`config.mk`:
```
export PLATFORM = sky130hd
export DESIGN_NAME = bad_packet_filter_s2
export DESIGN_NICKNAME = d
export VERILOG_FILES = /design/src/rtl/bad_packet_filter_s2.sv
export SDC_FILE = /design/constraint.sdc
export NUM_CORES = 1
export LEC_CHECK = 0
export CORE_AREA = 2 2 481 483
export CTS_CLUSTER_DIAMETER = 200
export CTS_CLUSTER_SIZE = 16
export DETAILED_ROUTE_END_ITERATION = 12
export DIE_AREA = 0 0 483 485
export PLACE_DENSITY = 0.3
export SYNTH_ARGS = -nofsm -noshare
export SYNTH_HDL_FRONTEND = slang
export SYNTH_SLANG_ARGS = --single-unit
```
`constraint.sdc`:
```
create_clock -name clk -period 2.9 [get_ports clk]
set_input_delay 0.58 -clock clk [delete_from_list [all_inputs] [get_ports clk]]
set_output_delay 0.58 -clock clk [all_outputs]
set_load 0.02 [all_outputs]
```
`src/rtl/bad_packet_filter_s2.sv`:
```
// Bad-packet filter stage 2: pops one BPI entry per packet, then forwards or drains it.
// Optional macro BPF_S2_SATURATE_EN: counters saturate instead of wrapping.
//
// Ports:
//   clk, resetn (async, active low), clear_counters (sync clear of both counters)
//   fpkt_out_*    : packet FIFO read side (tdata/tkeep/tlast/tvalid in, tready out)
//   fbpi_out_*    : BPI FIFO read side (tdata[0]=1 marks a bad packet)
//   AXIS_OUT_*    : filtered output stream
//   good_packets  : packets forwarded
//   bad_packets   : packets dropped
//   drop_pulse    : one-cycle pulse after a dropped packet completes
module bad_packet_filter_s2 #(
   parameter int DATA_WBITS  = 512,
   parameter int DATA_WBYTS  = DATA_WBITS/8,
   parameter int COUNT_WBITS = 32
) (
   input  logic                   clk,
   input  logic                   resetn,
   input  logic                   clear_counters,
   input  logic [DATA_WBITS-1:0]  fpkt_out_tdata,
   input  logic [DATA_WBYTS-1:0]  fpkt_out_tkeep,
   input  logic                   fpkt_out_tlast,
   input  logic                   fpkt_out_tvalid,
   output logic                   fpkt_out_tready,
   input  logic [7:0]             fbpi_out_tdata,
   input  logic                   fbpi_out_tvalid,
   output logic                   fbpi_out_tready,
   output logic [DATA_WBITS-1:0]  AXIS_OUT_TDATA,
   output logic [DATA_WBYTS-1:0]  AXIS_OUT_TKEEP,
   output logic                   AXIS_OUT_TLAST,
   output logic                   AXIS_OUT_TVALID,
   input  logic                   AXIS_OUT_TREADY,
   output logic [COUNT_WBITS-1:0] good_packets,
   output logic [COUNT_WBITS-1:0] bad_packets,
   output logic                   drop_pulse
);

   typedef enum logic [1:0] {
      S_IDLE,
      S_FWD,
      S_DROP
   } state_t;

   state_t state, state_nxt;
   logic   good_inc, bad_inc;
   logic [COUNT_WBITS-1:0] good_nxt, bad_nxt;

   // Data is a straight pass-through; it is only meaningful while TVALID is high.
   assign AXIS_OUT_TDATA = fpkt_out_tdata;
   assign AXIS_OUT_TKEEP = fpkt_out_tkeep;
   assign AXIS_OUT_TLAST = fpkt_out_tlast;

   always_ff @(posedge clk or negedge resetn) begin
      if (!resetn) state <= S_IDLE;
      else         state <= state_nxt;
   end

   always_comb begin
      state_nxt       = state;
      fbpi_out_tready = 1'b0;
      fpkt_out_tready = 1'b0;
      AXIS_OUT_TVALID = 1'b0;
      good_inc        = 1'b0;
      bad_inc         = 1'b0;
      unique case (state)
         S_IDLE: begin
            fbpi_out_tready = 1'b1;
            if (fbpi_out_tvalid)
               state_nxt = fbpi_out_tdata[0] ? S_DROP : S_FWD;
         end
         S_FWD: begin
            AXIS_OUT_TVALID = fpkt_out_tvalid;
            fpkt_out_tready = AXIS_OUT_TREADY;
            if (fpkt_out_tvalid && AXIS_OUT_TREADY && fpkt_out_tlast) begin
               good_inc  = 1'b1;
               state_nxt = S_IDLE;
            end
         end
         S_DROP: begin
            fpkt_out_tready = 1'b1;
            if (fpkt_out_tvalid && fpkt_out_tlast) begin
               bad_inc   = 1'b1;
               state_nxt = S_IDLE;
            end
         end
         default: state_nxt = S_IDLE;
      endcase
   end

`ifdef BPF_S2_SATURATE_EN
   localparam logic [COUNT_WBITS-1:0] CNT_MAX = '1;
   assign good_nxt = (good_packets == CNT_MAX) ? good_packets
                                               : good_packets + COUNT_WBITS'(1);
   assign bad_nxt  = (bad_packets == CNT_MAX) ? bad_packets
                                              : bad_packets + COUNT_WBITS'(1);
`else
   assign good_nxt = good_packets + COUNT_WBITS'(1);
   assign bad_nxt  = bad_packets + COUNT_WBITS'(1);
`endif

   // Clear takes priority over a same-cycle increment.
   always_ff @(posedge clk or negedge resetn) begin
      if (!resetn) begin
         good_packets <= '0;
         bad_packets  <= '0;
         drop_pulse   <= 1'b0;
      end else begin
         drop_pulse <= bad_inc;
         if (clear_counters) begin
            good_packets <= '0;
            bad_packets  <= '0;
         end else begin
            if (good_inc) good_packets <= good_nxt;
            if (bad_inc)  bad_packets  <= bad_nxt;
         end
      end
   end

endmodule

```
==> results_dict.tcl, run 1 <==
set metrics [dict create \
    path_class "input port to primary output" \
    cp.required_ps 2320 \
    chipHeight_um 485 \
    dp_slack_ps -19.9 \
    cts_buffers 9 \
    synth_top_area_frac 0.548 \
    drt_first_iter_violations 286 \
    yosysUniqueCellTypes 35 \
    die_x_um 483 \
    whs_ps 216 \
    finalCritPeriodShare 0.912 \
    hpwl_um 110000 \
    worstPathCellList "clkdlybuf4s50_1, buf_12, and2_1, clkdlybuf4s50_1" \
    synth.avg_cell_area_um2 8.22 \
    cts_setup_buffers 0 \
    drive_above_1_share 0.143 \
    nets 1080 \
    synthesis.area_um2 7910 \
    yosys_register_bits 67 \
    wl_per_cell_um 33.0 \
    ys_top_cells_by_area "buf_4 (55%), dfrtp_1 (21%), or4_1 (3.2%)" \
    design.core.area_um2 229000 \
    finalHoldViolations 0 \
    cpMaxStageDelayCell "clkdlybuf4s50_1" \
    grt_max_degree 40 \
    clkLatencyLatePin_ps 380 \
    first_pass_iters 4 \
    clk_pin_slew_ps 60 \
    hold_class "input port to asynchronous set/reset pin" \
    drcViolationCount 0 \
    ctsResizeCount 0 \
    peakVddDrop_mv 0.282 \
    drv_slew 0 \
    endpoint_kind "primary output" \
    yosys.area.top_type "buf_4" \
    status "completed" \
    powerDensity_nw_per_um2 286 \
    ys_seq_area_frac 0.212 \
    worstMarginPinSlew_ps 703 \
    clock_skew_ps 10.1 \
    viasPerCell 1.33 \
    clock.fmax_ghz 0.378 \
    cp.arrival_ps 2060 \
    rsz0062_at_grt "no" \
    h-tree-depth 3 \
    tritoncts "yes" \
    wl_um 116000 \
    hold_buffers 0 \
    grt_usage 0.0960 \
    crit_top_cell "clkdlybuf4s50_1" \
    io_pins 1236 \
    cpPeakStageDelay_ps 650 \
    relSlewSlack 0.531 \
    ant_nets 0 \
    ctsLongestPathBuffers 2 \
    n_fill_cell 27200 \
    grt_pass1_vias 4842 \
    cp_max_fo 5 \
    gp_congestion 0.831 \
    syn_nets 1558 \
    start_util 0.0345 \
    setup_viol 0 \
    cts_sinks 67 \
    drv_cap 0 \
    vias 4689 \
    power_leakage_uw 0.00189 \
    tns_ps 0 \
    critical_path_buf_inv_count 3 \
    start_kind "input port" \
    synth_flop_cell "dfrtp_1" \
    gr-total-overflow 0 \
    numPortBuffers 76 \
    dieArea_um2 234000 \
    finalCriticalPeriod_ps 2640 \
    area_delta_synth_final_pct 8.94 \
    critPathTopFamily "buffers and inverters" \
    syn_inst 962 \
    rows 176 \
    ctsRootBufferMaster "clkbuf_16" \
    grt_pass1_wl_um 129000 \
    setup_slack_ps 256 \
    ys_warn_count 0 \
    synth_edf_count 0 \
    async_flop_share 1.00 \
    antenna_found_initial 2 \
]
metal layers:
metal  routed length [um]  GRT usage  share of wire
met5                    0   0.000612              0
met4                 5790     0.0468          0.050
met3                46900      0.180           0.40
met2                51600      0.150           0.44
met1                11800     0.0274           0.10
layout by cell type, fill, tap and decap left out, types with 3 or more instances in the layout:
master / count
and4_1: 5
or3_1: 16
xnor2_1: 11
nor4_1: 5
and3_1: 5
nor3_1: 3
buf_12: 5
clkbuf_16: 9
buf_4: 41
nor2_1: 22
xor2_1: 7
nand3_1: 23
o21ai_0: 15
ha_1: 5
or2_2: 3
and2_1: 5
dfrtp_1: 67
inv_1: 11
o31ai_1: 28
nand2_1: 24
clkdlybuf4s50_1: 63
nand4_1: 18
a21oi_1: 44
or4_1: 34
synthesized netlist by cell type (all sizes together) (7+ instances only):
master and count:
a21oi 44, nor2 22, nand2 25, inv 11, o21ai 15, o31ai 28, or3 16, dfrtp 67
xor2 7, nand4 19, or4 35, clkbuf 15, nand3 23, xnor2 11, buf 584
registers in the layout, summed over array words and instances (netlist names):
signal / count
bad_packets: 32
drop_pulse: 1
state: 2
good_packets: 32
layout make-up:
class / count / area, um2 / share of cell area
Clock buffer: 10 / 239 / 0.0277
Inverter: 11 / 41.3 / 0.00479
Multi-Input combinational cell: 285 / 1760 / 0.204
Antenna cell: 2 / 5.00 / 0.000581
Sequential cell: 67 / 1680 / 0.195
Clock inverter: 6 / 65.1 / 0.00755
Timing Repair Buffer: 110 / 1040 / 0.121
Tap cell: 3026 / 3790 / 0.440
cells by family after synthesis:
logic type / after synthesis / synth area share
AOI/OAI and AO/OA: 92 / 0.0690
xor gates and xnor gates: 18 / 0.0199
adders and majority gates: 5 / 0.00791
buffers and inverters: 610 / 0.566
DFF: 67 / 0.212
muxes: 2 / 0.00269
and+or+nand+nor: 168 / 0.123
metrics by stage:
| stage | utilization | instance area (um2) | std cells | power (uW) |
|---|---|---|---|---|
| 6_report | 0.0376 | 8610 | 3517 | 2460 |
| 5_1_grt | 0.0376 | 8610 | 3516 | 2600 |
| 4_1_cts | 0.0376 | 8610 | 3515 | 2570 |
| 3_5_place_dp | 0.0363 | 8300 | 3499 | 1270 |
| 3_3_place_gp | 0.0363 | 8300 | 3499 | 1270 |
| 2_1_floorplan | - | 7910 | 962 | 2250 |
power breakdown:
group          internal (uW)  switching (uW)  total [uW]
Clock                    691             535        1230
Sequential               948            13.4         961
Combinational            111             166         277
Total                   1750             715        2460
worst reg2reg max path: stages (launching register included):
cell and delay (ps):
dfrtp_1 410, inv_1 90, ha_1 250, nand3_1 160
or4_1 540, buf_4 190, buf_4 150, or4_1 390
a21oi_1 140
worst paths after layout:
kind / cells after the start / startpoint / slack [ps] / endpoint
hold reg to reg: 1 / state[1]$_DFFE_PN0P_ / 530 / state[1]$_DFFE_PN0P_
setup / recovery: 4 / fpkt_out_tvalid / 260 / AXIS_OUT_TVALID
hold / removal: 1 / resetn / 220 / state[1]$_DFFE_PN0P_
min in group clk: 1 / state[1]$_DFFE_PN0P_ / 530 / state[1]$_DFFE_PN0P_
setup reg to reg: 8 / state[0]$_DFFE_PN0P_ / 510 / bad_packets[23]$_DFFE_PN0P_
max in group asynchronous: 2 / resetn / 1980 / bad_packets[22]$_DFFE_PN0P_
(Power assumes the default switching activity.)
==> run 2, diff against run 1 <==
CORE_AREA = 2 2 487 489   (was 2 2 481 483)
DIE_AREA = 0 0 489 491   (was 0 0 483 485)
DONT_BUFFER_PORTS = 1   (was default)
GPL_ROUTABILITY_DRIVEN = 0   (was default)
SLEW_MARGIN = 20   (was default)
==> results_dict.tcl, run 2 (synthesis results as in run 1) <==
set metrics [dict create \
    final_util 0.0341 \
    r2r.worst_path.cells 6 \
    tns_ps 0 \
    wl_um 106000 \
    gr-total-overflow 0 \
    h-tree-depth 3 \
    wl_per_cell_um 29.8 \
    cts_buffers 9 \
    rows 178 \
    start_kind "register" \
    clock_skew_ps 16.7 \
    tritoncts "yes" \
    numPortBuffers 0 \
    ctsRootBufferMaster "clkbuf_16" \
    reg_top3 "bad_packets (32), good_packets (32), state (2)" \
    finalHoldViolations 0 \
    mostFrequentLayoutCells "dfrtp_1 (67), a21oi_1 (44), or4_1 (34)" \
    ant_nets 0 \
    clk_pin_slew_ps 70 \
    hpwl_um 98900 \
    grt_usage 0.0853 \
    clkLatencyLatePin_ps 390 \
    io_pins 1236 \
    drv_cap 0 \
    grt_pass1_wl_um 117000 \
    path_class "register to register" \
    hold_class "input port to asynchronous set/reset pin" \
    cts_sinks 67 \
    endpoint_kind "register" \
    drt_first_iter_violations 251 \
    viasPerCell 1.23 \
    cp.required_ps 3220 \
    rsz0062_at_grt "no" \
    first_pass_iters 5 \
    cts_setup_buffers 0 \
    powerDensity_nw_per_um2 304 \
    cp_max_fo 16 \
    final_common_cell "dfrtp_1" \
    r2r-start "state[0]$_DFFE_PN0P_" \
    antenna_found_initial 2 \
    chipHeight_um 491 \
    die_x_um 489 \
    ctsResizeCount 0 \
    vias 4368 \
    r2r-end "bad_packets[31]$_DFFE_PN0P_" \
    grt_pass1_vias 4336 \
    p_total_uw 2430 \
    r2r_slack_ps 400 \
    setup_viol 0 \
    nets 1004 \
    area_delta_synth_final_pct 1.16 \
    clock.fmax_ghz 0.400 \
    finalCritPeriodShare 0.862 \
    cp.arrival_ps 2810 \
    worstMarginPinSlew_ps 766 \
    finalCriticalPeriod_ps 2500 \
    relSlewSlack 0.489 \
    peakVddDrop_mv 0.354 \
    power_leakage_uw 0.00161 \
    dieArea_um2 240000 \
    drcViolationCount 0 \
    grt_max_degree 68 \
    status "completed" \
    drv_slew 0 \
    ctsLongestPathBuffers 2 \
    start_util 0.0337 \
    design.core.area_um2 235000 \
    drive_above_1_share 0.138 \
]
run 2: cell types whose count changed in the layout (fill, tap and decap cells not counted), sizes merged:
cell / previous run / this run
clkdlybuf4s50: 63 / 0
buf: 47 / 34
diode: 2 / 1
run 2: how the worst max path moves through the flow:
stage | start | depth (start not counted) | to | slack (ps)
after floorplan | bad_packets[0]$_DFFE_PN0P_ | 6 | bad_packets[28]$_DFFE_PN0P_ | 760
after global placement | state[0]$_DFFE_PN0P_ | 6 | bad_packets[21]$_DFFE_PN0P_ | 400
after detailed placement | state[0]$_DFFE_PN0P_ | 6 | bad_packets[31]$_DFFE_PN0P_ | 400
after CTS | state[0]$_DFFE_PN0P_ | 6 | bad_packets[31]$_DFFE_PN0P_ | 390
after global routing | state[0]$_DFFE_PN0P_ | 6 | bad_packets[25]$_DFFE_PN0P_ | 230
final | state[0]$_DFFE_PN0P_ | 6 | bad_packets[31]$_DFFE_PN0P_ | 400
run 2: power breakdown:
group          total [uW]  leakage [uW]  internal, uW  switching, uW
registers             963      0.000934           947           16.0
logic                 186      0.000530          60.0            126
clock network        1280      0.000148           691            589
run 2: worst max-delay path, stage by stage (launching register included):
cell	delay (ps)
dfrtp_1	400
inv_1	90
ha_1	280
nand3_1	130
or4_1	790
or4_1	590
a21oi_1	160
run 2: layer usage:
layer | track usage | share of wire | up-vias
li1 | - | - | 1503
met1 | 0.0278 | 0.11 | 1744
met2 | 0.129 | 0.43 | 814
met3 | 0.148 | 0.38 | 301
met4 | 0.0605 | 0.076 | 6
met5 | 0.00926 | 0.0029 | -
run 2: stage by stage:
stage	hold WS, ps	cell area [um2]	instances	setup slack, ps
after global routing	89.8	8000	3564	226
after CTS	75.1	8000	3563	389
final	94.3	8000	3564	402
after floorplan	284	7910	962	758
after detailed placement	298	7660	3546	400
after global placement	298	7660	3546	399
run 2: area by class of cell:
class,count,area [um2]
Clock buffer,10,239
Timing Repair Buffer,34,275
Tap cell,3150,3940
Inverter,11,41.3
Sequential cell,67,1680
Multi-Input combinational cell,285,1760
Fill cell,27900,227000
Antenna cell,1,2.50
Clock inverter,6,65.1
run 2: what timing repair did:
| item | 4_1_cts | 5_1_grt |
|---|---|---|
| endpoints found under the hold margin | 67 | 0 |
| hold buffers | 1 | 0 |
| endpoints found under the setup margin | 0 | 0 |
==> run 3, diff against run 2 <==
clock period = 2.3 ns   (was 2.9 ns; I/O delays follow)
==> results_dict.tcl, run 3 (synthesis results as in run 1) <==
set metrics [dict create \
    status "completed" \
    setup_viol 0 \
    p_total_uw 3100 \
    r2r-end "bad_packets[31]$_DFFE_PN0P_" \
    cpPeakStageDelay_ps 540 \
    hpwl_um 99600 \
    clock_skew_ps 14.6 \
    cts_sinks 67 \
    rows 178 \
    drv_cap 0 \
    cpMaxStageDelayCell "or4_4" \
    first_pass_iters 4 \
    area_delta_synth_final_pct 6.41 \
    cp_max_fo 16 \
    start_kind "register" \
    worstMarginPinSlew_ps 450 \
    wl_um 107000 \
    peakVddDrop_mv 0.367 \
    final_util 0.0359 \
    relSlewSlack 0.700 \
    hold_path_depth 1 \
    tritoncts "yes" \
    hold_class "input port to register" \
    wl_per_cell_um 29.6 \
    design.core.area_um2 235000 \
    finalCritPeriodShare 0.957 \
    grt_max_degree 68 \
    grt_pass1_vias 4660 \
    drcViolationCount 0 \
    n_fill_cell 27900 \
    gr-total-overflow 0 \
    h-tree-depth 3 \
    critPathTopFamily "simple AND/OR/NAND/NOR gates" \
    cts_buffers 9 \
    start_util 0.0337 \
    worstPathCellList "inv_1, ha_4, nand3_1, or4_4, buf_6, or4_1, a21oi_1" \
    reg_top3 "bad_packets (32), good_packets (32), state (2)" \
    tns_ps 0 \
    clock.fmax_ghz 0.454 \
    clk_pin_slew_ps 70 \
    setup_slack_ps 99.1 \
    whs_ps 115 \
    nets 1051 \
    grt_usage 0.0859 \
    holdPathEnd "good_packets[23]$_DFFE_PN0P_" \
    final_common_cell "buf_4" \
    r2r.worst_path.cells 7 \
    ctsLongestPathBuffers 2 \
    antenna_found_initial 1 \
    endpoint_kind "register" \
    ctsRootBufferMaster "clkbuf_16" \
    grt_pass1_wl_um 118000 \
    drt_first_iter_violations 286 \
    path_class "register to register" \
    dp_slack_ps 18.3 \
    powerDensity_nw_per_um2 368 \
    power_leakage_uw 0.00187 \
    chipHeight_um 491 \
    finalHoldViolations 0 \
    min_from "clear_counters" \
    cp.required_ps 2620 \
    drive_above_1_share 0.241 \
    r2r-start "state[0]$_DFFE_PN0P_" \
    viasPerCell 1.26 \
    finalCriticalPeriod_ps 2200 \
    ant_nets 0 \
    mostFrequentLayoutCells "buf_4 (76), dfrtp_1 (67), a21oi_1 (42)" \
    drv_slew 0 \
    critical_path_buf_inv_count 2 \
    cp.arrival_ps 2520 \
    io_pins 1236 \
    r2r_slack_ps 100 \
    vias 4549 \
    cts_setup_buffers 0 \
    numPortBuffers 0 \
    die_x_um 489 \
    dieArea_um2 240000 \
    clkLatencyLatePin_ps 410 \
]
==> run 3: cell types whose count changed in the layout (fill, tap and decap cells not counted), moves of 2 or more <==
cell / change
or4_1: -2
a21oi_1: -2
a21oi_2: +2
buf_4: +43
buf_6: +2
or4_4: +2
==> run 3: how the worst max path moves through the flow <==
stage	startpoint	depth (start not counted)	slack [ps]	to
4_1_cts	state[0]$_DFFE_PN0P_	7	7	bad_packets[31]$_DFFE_PN0P_
3_5_place_dp	state[0]$_DFFE_PN0P_	7	20	bad_packets[31]$_DFFE_PN0P_
3_3_place_gp	state[0]$_DFFE_PN0P_	7	-20	bad_packets[21]$_DFFE_PN0P_
5_1_grt	state[0]$_DFFE_PN0P_	7	-5	bad_packets[29]$_DFFE_PN0P_
6_report	state[0]$_DFFE_PN0P_	7	100	bad_packets[31]$_DFFE_PN0P_
2_1_floorplan	bad_packets[0]$_DFFE_PN0P_	6	160	bad_packets[28]$_DFFE_PN0P_
==> run 3: stage by stage <==
stage	cells	cell area, um2
floorplan	962	7910
global placement	3593	8030
detailed placement	3593	8030
CTS	3611	8370
global route	3611	8410
finish	3611	8410
==> run 3: final cells by class <==
class	instances	area (um2)	area share
tap	3150	3940	0.468
multi-input combinational	285	1800	0.214
sequential	67	1680	0.199
timing repair buffer	81	651	0.0773
clock buffer	10	239	0.0284
clock inverter	6	65.1	0.00773
inverter	11	41.3	0.00491
antenna	1	2.50	0.000297
==> run 3: what timing repair did <==
item | in CTS | in global routing
hold endpoints to repair | 67 | 0
pin swaps | 0 | 0
gates resized for setup | 1 | 11
hold buffers | 2 | 0
setup endpoints to repair | 1 | 14
==> run 3: routing by layer <==
metal | track usage | wire length [um]
met5 | 0.0101 | 297
met4 | 0.0637 | 8120
met3 | 0.149 | 40400
met2 | 0.129 | 46400
met1 | 0.0274 | 11800
==> run 3: worst reg2reg max path: stages, from the launching register on <==
cell     delay (ps)
dfrtp_1         380
inv_1           120
ha_4            160
nand3_1          90
or4_4           540
buf_6           170
or4_1           520
a21oi_1         150
==> run 3: power breakdown <==
group | internal (uW) | total [uW] | leakage (uW) | switching [uW]
sequential | 1200 | 1210 | 0.000934 | 18.7
clock | 869 | 1580 | 0.000148 | 707
combinational | 122 | 307 | 0.000784 | 185
